==> config.mk <==
export PLATFORM = sky130hd
export DESIGN_NAME = lbp_engine_p
export DESIGN_NICKNAME = d
export VERILOG_FILES = /design/src/rtl/lbp_engine_p.sv
export SDC_FILE = /design/constraint.sdc
export NUM_CORES = 1
export LEC_CHECK = 0
export CORE_MARGIN = 1
export CORE_UTILIZATION = 49
export DETAILED_ROUTE_END_ITERATION = 7
export GPL_TIMING_DRIVEN = 0
export HOLD_SLACK_MARGIN = 0.08
export PLACE_DENSITY_LB_ADDON = 0.12
export SYNTH_ARGS = -nofsm -noshare
export SYNTH_HDL_FRONTEND = slang
export SYNTH_SLANG_ARGS = --single-unit
export TNS_END_PERCENT = 20
==> constraint.sdc <==
create_clock -name clk -period 9 [get_ports clk]
set_input_delay 1.8 -clock clk [delete_from_list [all_inputs] [get_ports clk]]
set_output_delay 1.8 -clock clk [all_outputs]
set_load 0.005 [all_outputs]
==> src/rtl/lbp_engine_p.sv <==
// Local binary pattern engine: raster scan of interior pixels with a sliding 3x3 window.
// Ports: clk, reset (async, high); gray_ready/gray_addr/gray_req/gray_data read side;
// lbp_addr/lbp_write/lbp_data write side; finish flags frame end.
// Macro LBP_UNIFORM_EN maps non-uniform patterns to NONUNI_CODE.
module lbp_engine_p #(
  parameter int         IMG_W       = 8,
  parameter int         IMG_H       = 8,
  parameter int         AW          = 6,
  parameter logic [7:0] NONUNI_CODE = 8'd5
) (
  input  logic          clk,
  input  logic          reset,
  input  logic          gray_ready,
  output logic [AW-1:0] gray_addr,
  output logic          gray_req,
  input  logic [7:0]    gray_data,
  output logic [AW-1:0] lbp_addr,
  output logic          lbp_write,
  output logic [7:0]    lbp_data,
  output logic          finish
);

  typedef enum logic [2:0] {
    IDLE, LOAD, SHIFT, CALC, WRITE, DONE
  } state_t;

  localparam logic [AW-1:0] W_A    = AW'(IMG_W);
  localparam logic [AW-1:0] LAST_C = AW'(IMG_W - 2);
  localparam logic [AW-1:0] LAST_R = AW'(IMG_H - 2);

  state_t        state, nxt;
  logic [AW-1:0] row, col;
  logic [1:0]    cr, cc;
  logic [7:0]    win [0:2][0:2];

  logic          last_col, last_row;
  logic [AW-1:0] rd_r, rd_c;
  logic [7:0]    ctr, raw, code_out;

  assign last_col = (col == LAST_C);
  assign last_row = (row == LAST_R);

  always_ff @(posedge clk or posedge reset) begin
    if (reset) state <= IDLE;
    else       state <= nxt;
  end

  always_comb begin
    nxt = state;
    unique case (state)
      IDLE:  if (gray_ready) nxt = LOAD;
      LOAD:  if (cr == 2'd2 && cc == 2'd2) nxt = CALC;
      SHIFT: if (cr == 2'd2) nxt = CALC;
      CALC:  nxt = WRITE;
      WRITE: begin
        if (!last_col)      nxt = SHIFT;
        else if (!last_row) nxt = LOAD;
        else                nxt = DONE;
      end
      DONE:  nxt = DONE;
      default: nxt = IDLE;
    endcase
  end

  // LOAD walks the full window; SHIFT fetches only the column right of the
  // window, whose centre col has already been advanced.
  always_comb begin
    rd_r = row + AW'(cr) - AW'(1);
    if (state == SHIFT) rd_c = col + AW'(1);
    else                rd_c = col + AW'(cc) - AW'(1);
    gray_req  = (state == LOAD) || (state == SHIFT);
    gray_addr = gray_req ? (rd_r * W_A + rd_c) : '0;
  end

  always_comb begin
    ctr = win[1][1];
    raw = {win[2][2] >= ctr, win[2][1] >= ctr,
           win[2][0] >= ctr, win[1][2] >= ctr,
           win[1][0] >= ctr, win[0][2] >= ctr,
           win[0][1] >= ctr, win[0][0] >= ctr};
  end

`ifdef LBP_UNIFORM_EN
  logic [7:0] ring, trans;
  // Ring is the clockwise neighbour order starting at top-left.
  always_comb begin
    ring  = {raw[3], raw[5], raw[6], raw[7],
             raw[4], raw[2], raw[1], raw[0]};
    trans = ring ^ {ring[6:0], ring[7]};
    if ($countones(trans) > 2) code_out = NONUNI_CODE;
    else                       code_out = raw;
  end
`else
  assign code_out = raw;
`endif

  // Result is latched in CALC so it is steady through WRITE; the strobe
  // then rises one cycle later, while the next fetch may already run.
  always_ff @(posedge clk or posedge reset) begin
    if (reset) begin
      row       <= '0;
      col       <= '0;
      cr        <= '0;
      cc        <= '0;
      lbp_addr  <= '0;
      lbp_data  <= '0;
      lbp_write <= 1'b0;
      finish    <= 1'b0;
      for (int r = 0; r < 3; r++)
        for (int c = 0; c < 3; c++)
          win[r][c] <= '0;
    end else begin
      lbp_write <= 1'b0;
      unique case (state)
        IDLE: begin
          if (gray_ready) begin
            row <= AW'(1);
            col <= AW'(1);
            cr  <= '0;
            cc  <= '0;
          end
        end
        LOAD: begin
          win[cr][cc] <= gray_data;
          if (cc == 2'd2) begin
            cc <= '0;
            cr <= cr + 2'd1;
          end else begin
            cc <= cc + 2'd1;
          end
        end
        SHIFT: begin
          win[cr][2] <= gray_data;
          cr <= cr + 2'd1;
        end
        CALC: begin
          lbp_addr <= row * W_A + col;
          lbp_data <= code_out;
        end
        WRITE: begin
          lbp_write <= 1'b1;
          cr <= '0;
          cc <= '0;
          if (!last_col) begin
            col <= col + AW'(1);
            for (int r = 0; r < 3; r++) begin
              win[r][0] <= win[r][1];
              win[r][1] <= win[r][2];
            end
          end else if (!last_row) begin
            row <= row + AW'(1);
            col <= AW'(1);
          end
        end
        DONE: finish <= 1'b1;
        default: ;
      endcase
    end
  end

endmodule
### After elaboration in Yosys (flattened, before gate mapping)

Index checks and enable logic that the tools add are counted.

| operators by class | value |
|---|---|
| $add $sub $neg | 10 |
| order comparisons | 12 |
| equality and inequality tests | 17 |
| multiplexer cells | 38 |
| bitwise gates (word level) | 2 |
| reduce and logical (&&, ||, !) cells | 16 |

Operators with widths:

| cell | number |
|---|---|
| $bwmux W72 | 2 |
| $pmux W16 S3 | 3 |
| $demux W24 S2 | 2 |
| $ge A8 B8 Y1 | 8 |
| $mux W16 | 3 |
| $pmux W8 S2 | 3 |
| $mux W6 | 7 |
| $mux W24 | 1 |
| $pmux W6 S2 | 2 |
| $pmux W3 S6 | 1 |
| $demux W8 S2 | 1 |
| $mux W8 | 2 |
| $mux W3 | 5 |
| $add A6 B1 Y6 const B | 2 |
| $add A6 B6 Y6 | 2 |
| $eq A6 B3 Y1 const B | 2 |
| $ne A2 B2 Y1 const B | 6 |
| $reduce_and A3 Y1 | 3 |
| $pmux W2 S4 | 1 |
| $add A6 B2 Y6 | 1 |
| $eq A3 B2 Y1 const B | 2 |
| $eq A3 B3 Y1 const B | 2 |
| $ge A3 B3 Y1 const B | 2 |
| $lt A3 B1 Y1 const B | 2 |
| other kinds (20) | 30 |

| word-level totals | value |
|---|---|
| bits in registers | 107 |
| input port bits | 11 |
| output and inout port bits | 23 |
| word-level logic and storage cells | 113 |

### Longest topological paths before layout

| logic depth | value |
|---|---|
| depth in word-level cells | 9 |
| gate-level depth with buffers | 15 |
| depth with buffers taken out | 15 |

### Worst setup path before layout

Ideal clock, no wire load.

| timing path | value |
|---|---|
| kind | register to output |
| from | register col[1] |
| to | output port gray_addr[5] |
| arrival | 2.769 ns |
| data required time | 7.200 ns |
| setup slack | 4.431 ns |
| cell stages (with the launch flop) | 16 |
| buffers on the path | 0 |
| path through | dfrtp_1 > inv_1 > ha_1 > inv_1 > ha_1 > fa_1 > xor2_1 > nor2_1 > a21oi_1 > ha_1 > inv_1 > fa_1 > xnor2_1 > xnor2_1 > xnor2_1 > and2_1 |

| on the way | value |
|---|---|
| word-level cells in the longest chain between the ends | 5 |
| elaborated cells between the ends (all ways) | 6 |
| those cells by class | add/sub (4); mux (2) |

RTL lines:

| item | RTL line | RTL |
|---|---|---|
| from (decl) | 32 | `logic [AW-1:0] row, col;` |
| from (signal assigned) | 145 | `col <= col + AW'(1);` |
| $add A6 B2 Y6 | 70 | `else rd_c = col + AW'(cc) - AW'(1);` |
| $sub A6 B1 Y6 | 70 |  |
| $mux W6 (*) | 69 | `if (state == SHIFT) rd_c = col + AW'(1);` |
| $add A6 B6 Y6 (*) | 72 | `gray_addr = gray_req ? (rd_r * W_A + rd_c) : '0;` |
| $mux W6 (*) | 72 |  |
| to (decl) | 14 | `output logic [AW-1:0] gray_addr,` |

Mark *: on every way between the ends. The rest lies on a longest branch, timed or not.

### Worst setup path after layout

Ends and elaborated chain as after synthesis.

==> flow_metrics.py <==
metrics = {
    "setup_path": {
        "cp_slowest_cell": "clkdlybuf4s50_1",
        "crit_type": "reg2out",
        "crit_arrival_ps": 3940,
        "crit_path_end_kind": "output pin",
        "cp_top_family": "adder cells",
        "crit_path_start_kind": "register",
        "path_max_fanout": 5,
        "path_cells": "inv_1 > ha_1 > inv_1 > ha_1 > fa_1 > xor2_1 > nor2_1 > a21oi_1 > ha_1 > inv_1 > fa_1 > xnor2_1 > xnor2_1 > xnor2_1 > and2_1 > clkdlybuf4s50_1",
        "max_stage_delay_ps": 490,
        "required_ps": 7200,
        "path_buf_inv": 4,
    },
    "detailed_routing": {
        "via_count": 5282,
        "drt_pre_antenna_iters": 5,
        "drc_errors": 0,
        "drt_iter0_drc": 379,
        "viasPerCell": 5.935,
        "ant_nets": 0,
        "post_drt_wl_per_cell_um": 19.34,
        "totalWireLength_um": 17210,
    },
    "logic_synthesis": {
        "async_flop_share_pct": 100.0,
        "yosysTopAreaCell": "dfrtp_1",
        "ys_ff_latch": 107,
        "ys.flop_type": "dfrtp_1",
        "synth_area_mm2": 0.006992,
        "yosys-top-cells-area": "dfrtp_1 (38%), ha_1 (15%), a22o_1 (12%)",
        "syn_nets": 767,
        "synth_cell_types": 54,
        "synth_top_area_share_pct": 38.30,
        "synth_area_per_cell_um2": 10.47,
        "ys_seq_area_share_pct": 38.30,
        "synth_edf_count": 0,
        "syn_inst": 668,
        "ys_warn_count": 0,
    },
    "floorplanning": {
        "core-area_mm2": 0.01388,
        "initial_core_util_pct": 50.37,
        "fp.dieW_um": 121.5,
        "ioPinCount": 34,
        "die_area_mm2": 0.01475,
        "die_y_um": 121.5,
        "rows": 43,
    },
    "placement": {
        "dp.cells": 874,
        "hpwlAfterDp_um": 12420,
        "io_buffers": 25,
        "place_congestion": 0.8214,
        "place_ws_ps": 3687,
    },
    "global_route": {
        "grt_max_degree": 60,
        "overflow": 0,
        "grt_usage_pct": 25.46,
        "first_global_vias": 5310,
        "antenna_found_initial": 0,
        "grt_pass1_wl_um": 28170,
    },
    "timing": {
        "fin_crit_sh_pct": 63.81,
        "finalCriticalPeriod_ps": 5743,
        "tns_ps": 0,
        "setup_viol": 0,
        "hold_ws_ps": 470.9,
        "drv_slew": 0,
        "hold_viol_final": 0,
        "rsz0062_at_grt": "no",
        "worst_slack_ps": 3257,
        "fmax_mhz": 174.1,
        "worst_pin_slew_ps": 1152,
        "relSlewSlack_pct": 22.90,
        "skew_ps": 13.15,
    },
    "power": {
        "swShare_pct": 42.21,
        "pwr-share-comb_pct": 58.7,
        "p_leak_uw": 0.003564,
        "clkPwrFrac_pct": 13.1,
        "power_frac_seq_pct": 28.3,
        "p_per_area_mw_per_mm2": 376.4,
        "p_int_uw": 1690,
        "irDropWorstVdd_uv": 362.9,
        "p_sw_uw": 1234,
        "p_total_uw": 2925,
    },
    "cts": {
        "post_cts_buffers": 0,
        "clock_path_buffers": 2,
        "htreeDepth": 3,
        "postCtsHoldBufs": 0,
        "cts.clk_slew.worst_paths_ps": 80,
        "worstSkewPairLatency_ps": 370,
        "cts_buffers": 9,
        "post_cts_resized": 0,
        "clock_sinks": 107,
        "cts_root_buf": "clkbuf_16",
        "cts_tree": "done",
    },
    "final_layout": {
        "drive_gt1_share_pct": 10.28,
        "instances_no_fill": 890,
        "area_growth_pct": 11.13,
        "final_nets": 804,
        "n_antenna_cell": 0,
    },
    "job": {
        "max_cap_viol_count": 0,
    },
    "worst_hold_path": {
        "hold_path.class": "reg2reg",
    },
    "outcome": {
        "status": "complete, no violations",
    },
}
-- metrics by stage --
stage | utilization, % | instance area (µm²)
6_report | 55.98 | 7770
5_1_grt | 55.98 | 7770
4_1_cts | 55.98 | 7770
3_5_place_dp | 54.01 | 7497
3_3_place_gp | 53.79 | 7467
2_1_floorplan | - | 6992
-- Yosys cell counts (all sizes together) (12+ instances only) --
library cell / n
a22o: 97
clkbuf: 15
mux2: 24
inv: 47
nand2b: 17
buf: 22
xnor2: 12
nand2: 37
o21ai: 24
nor2: 43
a21oi: 34
dfrtp: 107
ha: 85
-- worst paths after layout --
| path | startpoint | endpoint | depth (start not counted) | slack (ps) |
|---|---|---|---|---|
| max | col[1] | gray_addr[5] | 16 | 3260 |
| min | finish | finish | 1 | 470 |
| max reg2reg | col[0] | win[41] | 8 | 6610 |
| min reg2reg | finish | finish | 1 | 470 |
| max in group asynchronous | reset | win[67] | 3 | 6380 |
| min in group asynchronous | reset | lbp_addr[2] | 2 | 1890 |
-- power by group through the flow --
stage | clock [µW] | combinational, µW | sequential, µW
floorplan | 0 | 1230 | 788
global placement | 0 | 1650 | 823
detailed placement | 0 | 1710 | 833
CTS | 389 | 1720 | 825
global route | 405 | 1920 | 853
finish | 383 | 1720 | 827
-- metal layers --
metal	GRT usage [%]	part of all wire [%]	vias to the layer above
li1	-	-	2526
met1	35.04	48	2633
met2	39.95	46	95
met3	4.981	3.9	28
met4	8.410	2.2	0
met5	0	0	-
-- layout make-up --
type	instances	area [µm²]
fill	1254	6111
clock buffer	13	250.2
clock inverter	3	22.52
timing repair buffer	26	277.8
buffer	37	186.4
sequential	107	2678
tap	180	225.2
multi-input combinational	477	3951
inverter	47	178.9
-- cell usage in the layout, fill, tap and decap left out, types with 3 or more instances in the layout --
| cell type | instances |
|---|---|
| a2111oi_0 | 8 |
| a211oi_1 | 5 |
| a21o_1 | 11 |
| a21oi_1 | 33 |
| a22o_1 | 97 |
| a22oi_1 | 3 |
| a31oi_1 | 4 |
| and2_1 | 4 |
| and3_1 | 7 |
| and4_1 | 4 |
| buf_1 | 8 |
| buf_2 | 5 |
| buf_4 | 7 |
| clkbuf_1 | 18 |
| clkbuf_16 | 9 |
| clkdlybuf4s50_1 | 25 |
| dfrtp_1 | 107 |
| fa_1 | 3 |
| ha_1 | 85 |
| inv_1 | 46 |
| mux2_2 | 14 |
| mux2_4 | 8 |
| nand2_1 | 34 |
| nand2_4 | 3 |
| nand2b_1 | 15 |
| nand3_1 | 6 |
| nand4_1 | 9 |
| nor2_1 | 36 |
| nor2_4 | 6 |
| nor2b_1 | 8 |
| nor3_1 | 3 |
| o21ai_0 | 24 |
| or3_1 | 5 |
| xnor2_1 | 12 |
| xor2_1 | 4 |
-- worst register-to-register path, cell delays in order, from the launching register on --
cell and delay [ps]:
dfrtp_1 430, inv_1 140, ha_1 240, nand3_1 200, nand3_1 120, a21oi_1 590, nand2b_1 120, buf_4 200
a22o_1 240
-- kinds of logic (layout without fill, tap and decap cells) --
| family | after synthesis | in the layout | share of synthesized area, % |
|---|---|---|---|
| DFF | 107 | 107 | 38.30 |
| muxes | 24 | 24 | 4.295 |
| xor gates and xnor gates | 16 | 16 | 2.004 |
| adders and majority gates | 88 | 88 | 16.07 |
| and+or+nand+nor | 152 | 152 | 12.53 |
| buffers and inverters | 84 | 126 | 5.190 |
| AOI/OAI and AO/OA | 197 | 197 | 21.62 |
-- flip-flops by register name, indices dropped and copies added (netlist names) --
signal	flops
lbp_addr	6
state	3
finish	1
win	64
cr	2
row	6
col	6
lbp_write	1
cc	2
ctr	8
lbp_data	8
Note: power is estimated with default switching activity, not from simulation.
